### config.mk
export PLATFORM = sky130hd
export DESIGN_NAME = instruction_fetch
export DESIGN_NICKNAME = d
export VERILOG_FILES = /design/src/rtl/rv32i_pkg.sv /design/src/rtl/fetch_pc_fifo.sv /design/src/rtl/instruction_fetch.sv
export SDC_FILE = /design/constraint.sdc
export NUM_CORES = 1
export LEC_CHECK = 0
export ABC_AREA = 1
export CAP_MARGIN = 20
export CORE_UTILIZATION = 60
export CTS_BUF_LIST = sky130_fd_sc_hd__clkbuf_16
export CTS_CLUSTER_SIZE = 12
export DETAILED_ROUTE_END_ITERATION = 10
export DONT_BUFFER_PORTS = 1
export PLACE_DENSITY = 0.72
export SLEW_MARGIN = 10
export SYNTH_ARGS = -nofsm -noshare
export SYNTH_HDL_FRONTEND = slang
export SYNTH_SLANG_ARGS = --single-unit
### constraint.sdc
create_clock -name clk -period 7.5 [get_ports clk]
set_clock_uncertainty 0.05 [all_clocks]
set_input_delay 1.875 -clock clk [delete_from_list [all_inputs] [get_ports clk]]
set_output_delay 1.875 -clock clk [all_outputs]
set_load 0.005 [all_outputs]
### src/rtl/rv32i_pkg.sv
`default_nettype none
// ============================================================================
// Module  : rv32i_pkg
// Purpose : Shared fetch-side constants and types for the rv32i pipeline.
// Contents: XLEN, INSN_BYTES, RESP_OKAY, fetch_entry_t (in-flight read record)
// Revision: 1.0 - initial release
// ============================================================================
package rv32i_pkg;

  localparam int XLEN       = 32;
  localparam int INSN_BYTES = 4;
  localparam logic [1:0] RESP_OKAY = 2'b00;

  // One in-flight instruction read: its address and whether it is wrong-path.
  typedef struct packed {
    logic            stale;
    logic [XLEN-1:0] addr;
  } fetch_entry_t;

endpackage
`default_nettype wire

### src/rtl/fetch_pc_fifo.sv
`default_nettype none
// ============================================================================
// Module  : fetch_pc_fifo
// Purpose : In-order record of accepted instruction reads (pc + stale flag).
// Ports   : clk, rstn          clock / async active-low reset
//           push, push_entry   record a newly accepted read
//           pop                retire the oldest read
//           kill_all           mark every stored entry (and a same-cycle push) stale
//           head               oldest entry
//           count, empty, full occupancy
// Revision: 1.0 - initial release
// ============================================================================
module fetch_pc_fifo
  import rv32i_pkg::*;
#(
  parameter int DEPTH = 2,
  localparam int CNT_W = $clog2(DEPTH + 1)
) (
  input  logic               clk,
  input  logic               rstn,
  input  logic               push,
  input  fetch_entry_t       push_entry,
  input  logic               pop,
  input  logic               kill_all,
  output fetch_entry_t       head,
  output logic [CNT_W-1:0]   count,
  output logic               empty,
  output logic               full
);

  localparam int PTR_W = (DEPTH > 1) ? $clog2(DEPTH) : 1;

  fetch_entry_t     r_mem [DEPTH];
  logic [PTR_W-1:0] r_wr_ptr;
  logic [PTR_W-1:0] r_rd_ptr;
  logic [CNT_W-1:0] r_count;
  logic             w_wr;
  logic             w_rd;

  function automatic logic [PTR_W-1:0] ptr_inc(input logic [PTR_W-1:0] p);
    return (p == PTR_W'(DEPTH - 1)) ? '0 : p + 1'b1;
  endfunction

  assign empty = (r_count == '0);
  assign full  = (r_count == CNT_W'(DEPTH));
  assign count = r_count;
  assign head  = r_mem[r_rd_ptr];

  // A push into a full FIFO is only legal when a pop frees the slot the same cycle.
  assign w_wr = push & (~full | pop);
  assign w_rd = pop & ~empty;

  always_ff @(posedge clk or negedge rstn) begin
    if (!rstn) begin
      for (int i = 0; i < DEPTH; i++) r_mem[i] <= '0;
    end else begin
      for (int i = 0; i < DEPTH; i++) begin
        if (w_wr && (r_wr_ptr == PTR_W'(i))) begin
          r_mem[i].stale <= push_entry.stale | kill_all;
          r_mem[i].addr  <= push_entry.addr;
        end else if (kill_all) begin
          r_mem[i].stale <= 1'b1;
        end
      end
    end
  end

  always_ff @(posedge clk or negedge rstn) begin
    if (!rstn) begin
      r_wr_ptr <= '0;
      r_rd_ptr <= '0;
      r_count  <= '0;
    end else begin
      if (w_wr) r_wr_ptr <= ptr_inc(r_wr_ptr);
      if (w_rd) r_rd_ptr <= ptr_inc(r_rd_ptr);
      if (w_wr && !w_rd)      r_count <= r_count + 1'b1;
      else if (!w_wr && w_rd) r_count <= r_count - 1'b1;
    end
  end

endmodule
`default_nettype wire

### src/rtl/instruction_fetch.sv
`default_nettype none
// ============================================================================
// Module  : instruction_fetch
// Purpose : Pipeline front end. Owns the PC, issues instruction-memory reads
//           (up to MAX_OUTSTANDING in flight), forwards responses in order to
//           decode and discards wrong-path responses after a redirect.
// Ports   : clk, rstn                          clock / async active-low reset
//           o_im_arvalid/i_im_arready/o_im_araddr  instruction read address
//           i_mem_rvalid/o_mem_rready/i_mem_rdata/i_mem_rresp  memory read data
//           o_im_rvalid/i_im_rready/o_im_rdata/o_im_rresp      to decode
//           o_ct_pc_valid/o_ct_pc              PC of the presented instruction
//           i_ct_redirect_valid/i_ct_redirect_pc  taken control transfer
// Revision: 1.0 - initial release
// ============================================================================
module instruction_fetch #(
  parameter int              XLEN            = 32,
  parameter logic [XLEN-1:0] RESET_PC        = '0,
  parameter int              MAX_OUTSTANDING = 2
) (
  input  logic            clk,
  input  logic            rstn,
  output logic            o_im_arvalid,
  input  logic            i_im_arready,
  output logic [XLEN-1:0] o_im_araddr,
  input  logic            i_mem_rvalid,
  output logic            o_mem_rready,
  input  logic [XLEN-1:0] i_mem_rdata,
  input  logic [1:0]      i_mem_rresp,
  output logic            o_im_rvalid,
  input  logic            i_im_rready,
  output logic [XLEN-1:0] o_im_rdata,
  output logic [1:0]      o_im_rresp,
  output logic            o_ct_pc_valid,
  output logic [XLEN-1:0] o_ct_pc,
  input  logic            i_ct_redirect_valid,
  input  logic [XLEN-1:0] i_ct_redirect_pc
);

  import rv32i_pkg::*;

  localparam int CNT_W = $clog2(MAX_OUTSTANDING + 1);

  // r_pc is the address the next newly launched AR will carry.
  logic [XLEN-1:0]  r_pc;
  logic             r_arvalid;
  logic [XLEN-1:0]  r_araddr;
  logic             r_ar_stale;

  logic             w_ar_hs;
  logic             w_push;
  logic             w_pop;
  logic             w_drop;
  logic             w_launch;
  logic [XLEN-1:0]  w_target;
  logic [XLEN-1:0]  w_launch_addr;
  logic [CNT_W:0]   w_cnt_next;
  fetch_entry_t     w_push_entry;
  fetch_entry_t     w_head;
  logic [CNT_W-1:0] w_count;
  logic             w_empty;
  logic             w_full;

  fetch_pc_fifo #(.DEPTH(MAX_OUTSTANDING)) u_pc_fifo (
    .clk        (clk),
    .rstn       (rstn),
    .push       (w_push),
    .push_entry (w_push_entry),
    .pop        (w_pop),
    .kill_all   (i_ct_redirect_valid),
    .head       (w_head),
    .count      (w_count),
    .empty      (w_empty),
    .full       (w_full)
  );

  // ---------------------------------------------------------------- AR side
  assign w_ar_hs      = r_arvalid & i_im_arready;
  assign w_push       = w_ar_hs & (~w_full | w_pop);
  assign w_push_entry = '{stale: r_ar_stale, addr: r_araddr};
  assign w_target     = i_ct_redirect_pc & ~XLEN'(3);

  // Occupancy after this cycle's push/pop decides whether another AR may go out.
  assign w_cnt_next = {1'b0, w_count} + (CNT_W+1)'(w_push) - (CNT_W+1)'(w_pop);

  // A new AR may only start when none is pending on the bus.
  assign w_launch      = (~r_arvalid | w_ar_hs) &
                         (w_cnt_next < (CNT_W+1)'(MAX_OUTSTANDING));
  assign w_launch_addr = i_ct_redirect_valid ? w_target : r_pc;

  always_ff @(posedge clk or negedge rstn) begin
    if (!rstn) begin
      r_pc       <= RESET_PC;
      r_arvalid  <= 1'b0;
      r_araddr   <= RESET_PC;
      r_ar_stale <= 1'b0;
    end else begin
      if (w_launch) begin
        r_arvalid <= 1'b1;
        r_araddr  <= w_launch_addr;
        r_pc      <= w_launch_addr + XLEN'(INSN_BYTES);
      end else begin
        if (w_ar_hs)             r_arvalid <= 1'b0;
        if (i_ct_redirect_valid) r_pc      <= w_target;
      end

      // A redirect cannot retract an AR already on the bus; its response is
      // tagged wrong-path when it is finally accepted.
      if (i_ct_redirect_valid && r_arvalid && !i_im_arready) r_ar_stale <= 1'b1;
      else if (w_ar_hs)                                      r_ar_stale <= 1'b0;
    end
  end

  assign o_im_arvalid = r_arvalid;
  assign o_im_araddr  = r_araddr;

  // -------------------------------------------------------------- read side
  // The response arriving in a redirect cycle is wrong-path even if its entry
  // was pushed before the redirect.
  assign w_drop       = w_head.stale | i_ct_redirect_valid;
  assign o_mem_rready = ~w_empty & (w_drop | i_im_rready);
  assign o_im_rvalid  = i_mem_rvalid & ~w_empty & ~w_drop;
  assign w_pop        = i_mem_rvalid & o_mem_rready;

  assign o_im_rdata    = i_mem_rdata;
  assign o_im_rresp    = i_mem_rresp;
  assign o_ct_pc       = w_head.addr;
  assign o_ct_pc_valid = o_im_rvalid;

endmodule
`default_nettype wire
==> flow_summary.ini <==
[route]
dr.pass1.iters = 5
wl_per_cell_microns = 15.5
routed_wl_microns = 15200
first_iter_violations = 386
ant_nets = 0
num_vias = 5373
via_per_inst = 5.46
route.detailed.drc = 0

[floorplan]
rows = 38
start_util_pct = 62.7
die_h_microns = 110
core_sq_um = 11100
die_w_microns = 110
dieArea_sq_um = 12000
ios = 174

[power_and_ir_drop]
power_leakage_uw = 0.00366
power.density_nw_per_um2 = 398
totalPowerFinal_uw = 2880
peakVddDrop_mv = 0.194

[yosys]
synth.avg_cell_area_sq_um = 7.89
synth-seq-cells = 136
synth_cell_type_count = 35
yosys_warnings = 0
synth_nets = 957
yosys.area.top_type = dfrtp_1
synth_edf_count = 0
synth_top_area_share_pct = 49.0
async_reset_ff_share_pct = 100
yosysSeqAreaShare_pct = 49.0
synth.cell_area_sq_um = 6950
yosysMostFrequentCell = nand2_1
synthTopCellsByCount = nand2_1 (321), dfrtp_1 (136), o21ai_0 (108)
dominantRegCellSynth = dfrtp_1
syn_inst = 881
synth_area_leaders = dfrtp_1 (49%), nand2_1 (17%), o21ai_0 (7.8%), inv_1 (5.2%), buf_4 (4.6%)

[worst_setup_path]
crit_arrival_ps = 5950
crit_path_max_fanout = 53
cp-start-kind = primary input
cp_top_family = simple AND/OR/NAND/NOR gates
slowest_delay_ps = 670
critPathKind = primary input to flop
path_buf_inv = 3
crit_start = i_ct_redirect_valid
worstPathRequired_ps = 7720
crit_chain = inv_4, nand3b_1, nand2_1, nand3_2, nand2_1, ha_1, or2_2, fa_1, a21boi_1, nand3_2, buf_4, inv_1, nand3_2, nor2_4, nand2_1, xor2_1
timing.critical_path.slowest_stage_cell = inv_1
cp-end-kind = flop
r2r-start = u_pc_fifo.r_rd_ptr

[placed_design]
placedCellCount = 952
portBuffers = 0
finalWeightedCongestion = 0.860
dp_hpwl_microns = 10500

[global_routing]
grt_antenna_before_repair = 0
track_usage_pct = 26.7
grt-ovfl-total = 0
grt_pass1_vias = 4924
grt_pass1_wl_microns = 24300
grt_max_degree = 137

[cells_and_area]
layout.cells.non_filler = 984
drive_above_1_share_pct = 8.41
num-nets-final = 907
area_growth_pct = 4.03
antenna_cells = 0

[clock_network]
clkSinkCount = 136
cts-root-buf = clkbuf_16
htree_levels = 4
cts.clk_slew.worst_paths_ps = 50
cts_buffer_depth = 2
cts_resized = 0
cts_tree = yes
postCtsHoldBufs = 0
insertion_delay_ps = 410
cts_buffers = 17
postCtsSetupBuffers = 0

[run]
cap_violations = 0

[min_path]
hold_class = flop to flop
hold_start = u_pc_fifo.r_mem[22]

[timing]
drv_slew = 0
setup_violations = 0
finalSetupTns_ps = 0
post-route-period-util_pct = 76.4
fin_hold_ws_ps = 432
fmax_ghz = 0.174
period_needed_ps = 5730
rsz0062_at_grt = false
tightest_slew_ps = 1070
hold_violations = 0
worst_slew_margin_rel_pct = 28.4

[status]
outcome = finished, final reports clean
[state kept, by name, summed over array words and instances, names as in the netlist]
register,flops
r_pc,32
u_pc_fifo.r_wr_ptr,1
o_im_arvalid,1
u_pc_fifo.count,2
r_ar_stale,1
u_pc_fifo.r_mem,66
o_im_araddr,32
u_pc_fifo.r_rd_ptr,1
[path summary, 6_finish.rpt]
path	to	slack [ps]	cells after the start
setup / recovery	r_pc[25]	1770	16
hold / removal	u_pc_fifo.r_mem[22]	430	2
setup reg to reg	r_pc[25]	2770	17
hold reg to reg	u_pc_fifo.r_mem[22]	430	2
max in group asynchronous	r_pc[30]	6150	0
min in group asynchronous	u_pc_fifo.r_mem[38]	1100	0
[cells in the final DEF, fill, tap and decap left out, types with 2 or more instances in the layout]
cell and count:
clkbuf_16 17, clkinv_2 4, nand2_2 11, a21oi_1 2, nor2_4 4, nand3b_1 2
nor2_1 31, buf_4 2, nor3_1 4, nand3_1 21, o21ai_2 4, dfrtp_1 136
nand2_1 321, nand4_1 16, nand3_2 5, or2_2 4, inv_1 98, o21ai_0 108
buf_12 2, o21ai_4 2, nor2_2 8, bufinv_16 2, inv_2 3, xor2_1 16
clkinv_1 8, ha_1 3, o21ai_1 2
[cell type report]
class | count | area, sq um
well taps | 140 | 175
inverters | 102 | 385
flip-flops and latches | 136 | 3400
clock inverters | 15 | 118
fillers | 939 | 3850
clock buffers | 17 | 425
multi-input cells | 570 | 2670
repair buffers | 4 | 55.1
[report_power, final]
group	leakage [uW]	internal, uW	switching [uW]
Combinational	0.00168	276	610
Clock	0.000270	476	293
Sequential	0.00171	1010	211
Total	0.00366	1760	1110
[routing by layer]
layer,part of all wire [%],GRT usage (%)
met5,0,0
met4,2.6,11.0
met3,7.8,6.82
met2,45,40.7
met1,44,36.4
[metrics by stage]
stage	util, %	area (sq um)	setup slack [ps]
2_1_floorplan	-	6950	2670
3_3_place_gp	60.0	6650	1530
3_5_place_dp	60.3	6690	1380
4_1_cts	65.2	7230	1770
5_1_grt	65.2	7230	1470
6_report	65.2	7230	1770
[worst register-to-register path: stages, from the launching register on]
cell	delay, ps
dfrtp_1	650
nor2_1	140
nor2_1	110
nand3b_1	100
nand2_1	180
nand3_2	150
nand2_1	150
ha_1	250
or2_2	300
fa_1	490
a21boi_1	200
nand3_2	70
buf_4	280
inv_1	690
nand3_2	180
nor2_4	330
nand2_1	110
xor2_1	160
[cell families after synthesis]
| group | after synthesis | synth area share [%] |
|---|---|---|
| simple gates | 429 | 26.0 |
| buf+inv | 175 | 12.8 |
| flops | 136 | 49.0 |
| compound gates | 120 | 9.24 |
| xor+xnor | 17 | 2.14 |
| fa+ha+maj | 4 | 0.828 |
No activity file was read; power rests on OpenSTA's default activity.
